<file path="src/rtl/reg_wb_arbiter.sv">
// Two-source arbiter for the single register-file write port (ALU and load writeback).
// Define REG_WB_RR_EN to alternate conflict wins; otherwise the load path always wins conflicts.
module reg_wb_arbiter #(
  parameter int unsigned WORD_WIDTH    = 32,
  parameter int unsigned ADDRESS_WIDTH = 5
) (
  input  logic                     clk,
  input  logic                     rst_n,
  input  logic                     alu_valid,
  input  logic [ADDRESS_WIDTH-1:0] alu_addr,
  input  logic [WORD_WIDTH-1:0]    alu_data,
  output logic                     alu_ready,
  input  logic                     mem_valid,
  input  logic [ADDRESS_WIDTH-1:0] mem_addr,
  input  logic [WORD_WIDTH-1:0]    mem_data,
  output logic                     mem_ready,
  output logic [ADDRESS_WIDTH-1:0] WA3,
  output logic [WORD_WIDTH-1:0]    WD3,
  output logic                     WEN,
  output logic [15:0]              conflict_cnt
);

  typedef enum logic {
    PRI_MEM = 1'b0,
    PRI_ALU = 1'b1
  } pri_e;

  pri_e                     pri_q, pri_d;
  logic                     conflict;
  logic                     alu_grant, mem_grant;
  logic [ADDRESS_WIDTH-1:0] wa3_q, wa3_d;
  logic [WORD_WIDTH-1:0]    wd3_q, wd3_d;
  logic                     wen_q, wen_d;
  logic [15:0]              cnt_q, cnt_d;

  // Priority state register
  always_ff @(posedge clk) begin
    if (!rst_n) begin
      pri_q <= PRI_MEM;
    end else begin
      pri_q <= pri_d;
    end
  end

  // Priority next state: only a conflict cycle hands priority to the loser
  always_comb begin
    pri_d = pri_q;
`ifdef REG_WB_RR_EN
    if (conflict) begin
      pri_d = (pri_q == PRI_MEM) ? PRI_ALU : PRI_MEM;
    end
`endif
  end

  // Grant outputs; readies are gated by rst_n so nothing is consumed during reset
  always_comb begin
    conflict  = rst_n & alu_valid & mem_valid;
    mem_grant = rst_n & mem_valid & (~alu_valid | (pri_q == PRI_MEM));
    alu_grant = rst_n & alu_valid & (~mem_valid | (pri_q == PRI_ALU));
  end

  assign alu_ready = alu_grant;
  assign mem_ready = mem_grant;

  // Writeback datapath: x0 writes are consumed but never enable the port
  always_comb begin
    wa3_d = wa3_q;
    wd3_d = wd3_q;
    wen_d = 1'b0;
    cnt_d = cnt_q;
    if (mem_grant) begin
      wa3_d = mem_addr;
      wd3_d = mem_data;
      wen_d = (mem_addr != '0);
    end else if (alu_grant) begin
      wa3_d = alu_addr;
      wd3_d = alu_data;
      wen_d = (alu_addr != '0);
    end
    if (conflict && (cnt_q != '1)) begin
      cnt_d = cnt_q + 16'd1;
    end
  end

  always_ff @(posedge clk) begin
    if (!rst_n) begin
      wa3_q <= '0;
      wd3_q <= '0;
      wen_q <= 1'b0;
      cnt_q <= '0;
    end else begin
      wa3_q <= wa3_d;
      wd3_q <= wd3_d;
      wen_q <= wen_d;
      cnt_q <= cnt_d;
    end
  end

  assign WA3          = wa3_q;
  assign WD3          = wd3_q;
  assign WEN          = wen_q;
  assign conflict_cnt = cnt_q;

endmodule

</file>
<file path="config.mk">
export PLATFORM = sky130hd
export DESIGN_NAME = reg_wb_arbiter
export DESIGN_NICKNAME = d
export VERILOG_FILES = /design/src/rtl/reg_wb_arbiter.sv
export SDC_FILE = /design/constraint.sdc
export NUM_CORES = 1
export LEC_CHECK = 0
export ABC_CLOCK_PERIOD_IN_PS = 3000
export CELL_PAD_IN_SITES_DETAIL_PLACEMENT = 0
export CELL_PAD_IN_SITES_GLOBAL_PLACEMENT = 1
export CORE_MARGIN = 2
export CORE_UTILIZATION = 29
export CTS_CLUSTER_SIZE = 24
export DETAILED_ROUTE_END_ITERATION = 16
export GPL_TIMING_DRIVEN = 0
export PLACE_DENSITY_LB_ADDON = 0.1
export SLEW_MARGIN = 20
export SYNTH_ARGS = -nofsm -noshare
export SYNTH_HDL_FRONTEND = slang
export SYNTH_SLANG_ARGS = --single-unit
</file>
<file path="constraint.sdc">
create_clock -name clk -period 3 [get_ports clk]
set_clock_uncertainty 0.2 [all_clocks]
set_input_delay 0.6 -clock clk [delete_from_list [all_inputs] [get_ports clk]]
set_output_delay 0.6 -clock clk [all_outputs]
set_load 0.02 [all_outputs]
</file>
# Yosys cells after proc, flatten, opt, wreduce, memory -nomap -nowiden
# Index checks and enable logic that the tools add are counted.
totals:
  elab_cells: 21
  reg_bits: 54
  memories: 0
  output_inout_bits: 56
  latch_bits: 0
  mem_bits_rw: 0
  mem_bits_ro: 0
  inputBits: 78
classes:
  div_mod_pow: 0
  n_mul: 0
  shifts: 0
  n_bitwise: 5
  reduce_logical: 4
  add_sub_neg: 1
  eq_ne: 1
  order_cmp: 0
  n_mux: 6
op_table:
  columns: ["cell", "n"]
  rows:
  - ["$mux W32", 2]
  - ["$add A16 B1 Y16 const B", 1]
  - ["$ne A16 B16 Y1 const B", 1]
  - ["$mux W5", 2]
  - ["$reduce_bool A5 Y1", 2]
  - ["$and A1 B1 Y1", 4]
  - ["$mux W1", 2]
  - ["$reduce_bool A2 Y1", 1]
  - ["$logic_and A1 B1 Y1", 1]
  - ["$not A1 Y1", 1]

# Longest topological paths before layout
logic_depth:
  depth_word: 4
  ltp_mapped: 7
  ltp_nobuf: 5

# Worst setup path after synthesis
# Ideal clock, no wire load.
synth_path:
  kind: "input to output"
  start: "in alu_valid"
  end: "out alu_ready"
  cell_stages: 4
  t_required_ps: 2200
  slack_ps: 677
  path_buffers: 3
  arrival_ps: 1523
  cell_sequence: "buf_2 > buf_2 > buf_2 > and3_1"
synth_between:
  elab_chain_len: 2
synth_rtl:
  columns: ["element", "line_no", "text"]
  rows:
  - ["start: declaration", "9", "input logic alu_valid,"]
  - ["$and A1 B1 Y1 (2 in a row)", "59", "alu_grant = rst_n & alu_valid & (~mem_valid | (pri_q == PRI_ALU));"]
  - ["end: declaration", "12", "output logic alu_ready,"]
# No other way between the ends.

# Worst setup path in the final report
layout_path:
  start: "in rst_n"
  end: "out alu_ready"
layout_between:
  elab_chain_len: 2
layout_rtl:
  columns: ["element", "line_no", "text"]
  rows:
  - ["start: declaration", "8", "input logic rst_n,"]
  - ["$and A1 B1 Y1 (2 in a row)", "59", null]
# No other way between the ends.

==> results.sh <==
export IMPL_yosysWarnings=0
export IMPL_synth_ff_latch_count=54
export IMPL_ioPinCount=134
export IMPL_critPathKind="in2out"
export IMPL_postSynthAreaPerCell_um2=8.19
export IMPL_post_cts_setup_buffers=0
export IMPL_gr_total_overflow=0
export IMPL_worstMarginPinSlew_ns=0.588
export IMPL_netlist_area_um2=2550
export IMPL_drc_errors=0
export IMPL_fill_cells=875
export IMPL_crit_arrival_ns=2.06
export IMPL_worstPathMaxFanout=10
export IMPL_dp_hpwl_um=6050
export IMPL_first_iter_violations=68
export IMPL_critPathLaunchType="primary input"
export IMPL_drv_slew=0
export IMPL_hold_viol=0
export IMPL_port_buffers=131
export IMPL_path_buf_inv=4
export IMPL_drive_gt1_share_pct=4.45
export IMPL_path_cells="clkdlybuf4s50_1, buf_4, clkbuf_4, and3_1, dlygate4sd2_1"
export IMPL_root_buffer="clkbuf_8"
export IMPL_cts_buffers=5
export IMPL_final_area_um2=4110
export IMPL_area_growth_pct=61.2
export IMPL_core_um2=8640
export IMPL_synthTopCellsByArea="dfxtp_1, mux2i_1, nor2_1"
export IMPL_via_count=2650
export IMPL_cts_num_sinks=54
export IMPL_antenna_diode_count=0
export IMPL_cp_required_ns=2.20
export IMPL_grt_start_max_net_pins=18
export IMPL_fin_util_pct=47.6
export IMPL_place_area_um2=3990
export IMPL_seq_area_frac_synth_pct=42.4
export IMPL_power_leakage_nw=1.67
export IMPL_power_mw=1.63
export IMPL_rows=34
export IMPL_grt_pass1_vias=2621
export IMPL_cp_top_family="buffers and inverters"
export IMPL_clock_fmax_mhz=349
export IMPL_holdBufCountCts=0
export IMPL_grt_antenna_before_repair=0
export IMPL_ant_nets=0
export IMPL_die_x_um=97.7
export IMPL_worst_path_max_delay_cell="clkdlybuf4s50_1"
export IMPL_status="complete, no violations"
export IMPL_start_util_pct=29.5
export IMPL_synthCells=311
export IMPL_wl_um=8100
export IMPL_cts_tree="yes"
export IMPL_gp_congestion=0.794
export IMPL_postLayoutSetupSlackWorst_ns=0.137
export IMPL_ys_types=32
export IMPL_die_h_um=97.7
export IMPL_h_tree_depth=2
export IMPL_clkTransAtPathRegs_ns=0.09
export IMPL_synth_top_area_share_pct=42.4
export IMPL_vdd_ir_drop_max_mv=0.152
export IMPL_clkLatencyLatePin_ns=0.31
export IMPL_grt_pass1_wl_um=13300
export IMPL_synth_fp_nets=390
export IMPL_die_area_um2=9550
export IMPL_p_per_area_nw_per_um2=398
export IMPL_viasPerCell=4.76
export IMPL_critPathCaptureType="output port"
export IMPL_rsz0062_at_grt="false"
export IMPL_drv_cap=0
export IMPL_dp_slack_ns=-0.617
export IMPL_synth_top_area_cell="dfxtp_1"
export IMPL_cts_path_max_buffers=2
export IMPL_max_slew_margin_pct=60.5
export IMPL_hold_class="reg2reg"
export IMPL_fin_crit_ns=2.86
export IMPL_cts_resized=7
export IMPL_finalCritPeriodShare_pct=95.4
export IMPL_first_pass_iters=4
export IMPL_slowest_delay_ns=0.51
export IMPL_grt_usage_pct=17.1
export IMPL_report_final_setup_viol=0
export IMPL_nNetsFinal=527
export IMPL_wl_per_cell_um=14.5
## path summary, 6_finish.rpt
kind | from | end | slack [ns] | cells after the start
max reg2reg | conflict_cnt[0] | conflict_cnt[8] | 0.97 | 5
max | rst_n | alu_ready | 0.14 | 5
min | conflict_cnt[15] | conflict_cnt[15] | 0.30 | 1
min reg2reg | conflict_cnt[15] | conflict_cnt[15] | 0.30 | 1
## stage by stage
stage          hold slack [ns]  TNS (ns)  std cells
6_report                 0.301         0        557
5_1_grt                  0.326         0        557
3_5_place_dp             0.288     -1.10        550
2_1_floorplan            0.348         0        311
3_3_place_gp             0.283     -1.13        550
4_1_cts                  0.308         0        557
## final cells by class
type	count	area (um2)	area share, %
tap	108	135	3.29
clock buffer	5	68.8	1.68
clock inverter	3	40.0	0.975
buffer	20	93.8	2.28
timing repair buffer	131	1310	31.9
inverter	4	20.0	0.487
sequential	54	1080	26.3
multi-input combinational	232	1360	33.1
## cells in the mapped netlist
cell type	instances
nor3_1	5
ha_1	1
a31o_2	1
or3_1	1
nand3_1	6
buf_4	1
a21oi_1	40
nand2_1	13
a41oi_1	2
dfxtp_1	54
a21o_1	1
nand4_1	8
or4_1	3
o31ai_1	1
a211oi_1	1
o21ai_0	3
nand2_2	1
clkbuf_1	12
nand2b_1	4
o21a_1	1
o211ai_1	1
inv_1	3
nand3b_1	1
buf_2	7
and4_1	4
nor2_1	79
buf_1	1
and3_1	7
nor4_1	2
clkinv_1	1
nand4b_1	1
mux2i_1	45
## flip-flops by register name, summed over array words and instances (netlist names)
signal / flops
WD3: 32
WEN: 1
conflict_cnt: 16
WA3: 5
## cell usage in the layout (no fill, tap or decap), drive strengths merged
master         Yosys  final
a31o               1      1
nor3               5      5
nand2b             4      4
inv                3      3
ha                 1      1
nand3b             1      1
nand3              6      6
nand4              8      8
o211ai             1      1
dlygate4sd2        0      2
or4                3      3
a21oi             40     40
clkbuf            12     16
or3                1      1
nor2              79     79
nand2             14     14
a41oi              2      2
o31ai              1      1
a21o               1      1
o21a               1      1
a211oi             1      1
bufinv             0      1
and4               4      4
o21ai              3      3
clkinv             1      3
nor4               2      2
dfxtp             54     54
mux2i             45     45
buf                9      9
and3               7      7
clkdlybuf4s50      0    129
nand4b             1      1
## cell families after synthesis
group | Yosys count | share of synthesized area (%)
DFF | 54 | 42.4
AOI/OAI and AO/OA | 51 | 11.0
buffers and inverters | 25 | 4.17
adders and majority gates | 1 | 0.491
and+or+nand+nor | 135 | 24.3
muxes | 45 | 17.7
## per-layer routing
metal	part of all wire [%]	GRT usage (%)
met3	6.7	5.11
met1	44	21.7
met2	48	28.4
met4	1.1	4.49
met5	0	0
## power breakdown
group | total, mW | switching [mW] | internal, mW
clock | 0.495 | 0.249 | 0.246
sequential | 0.771 | 0.0192 | 0.752
combinational | 0.367 | 0.164 | 0.203
Power figures use the tool's default switching activity.
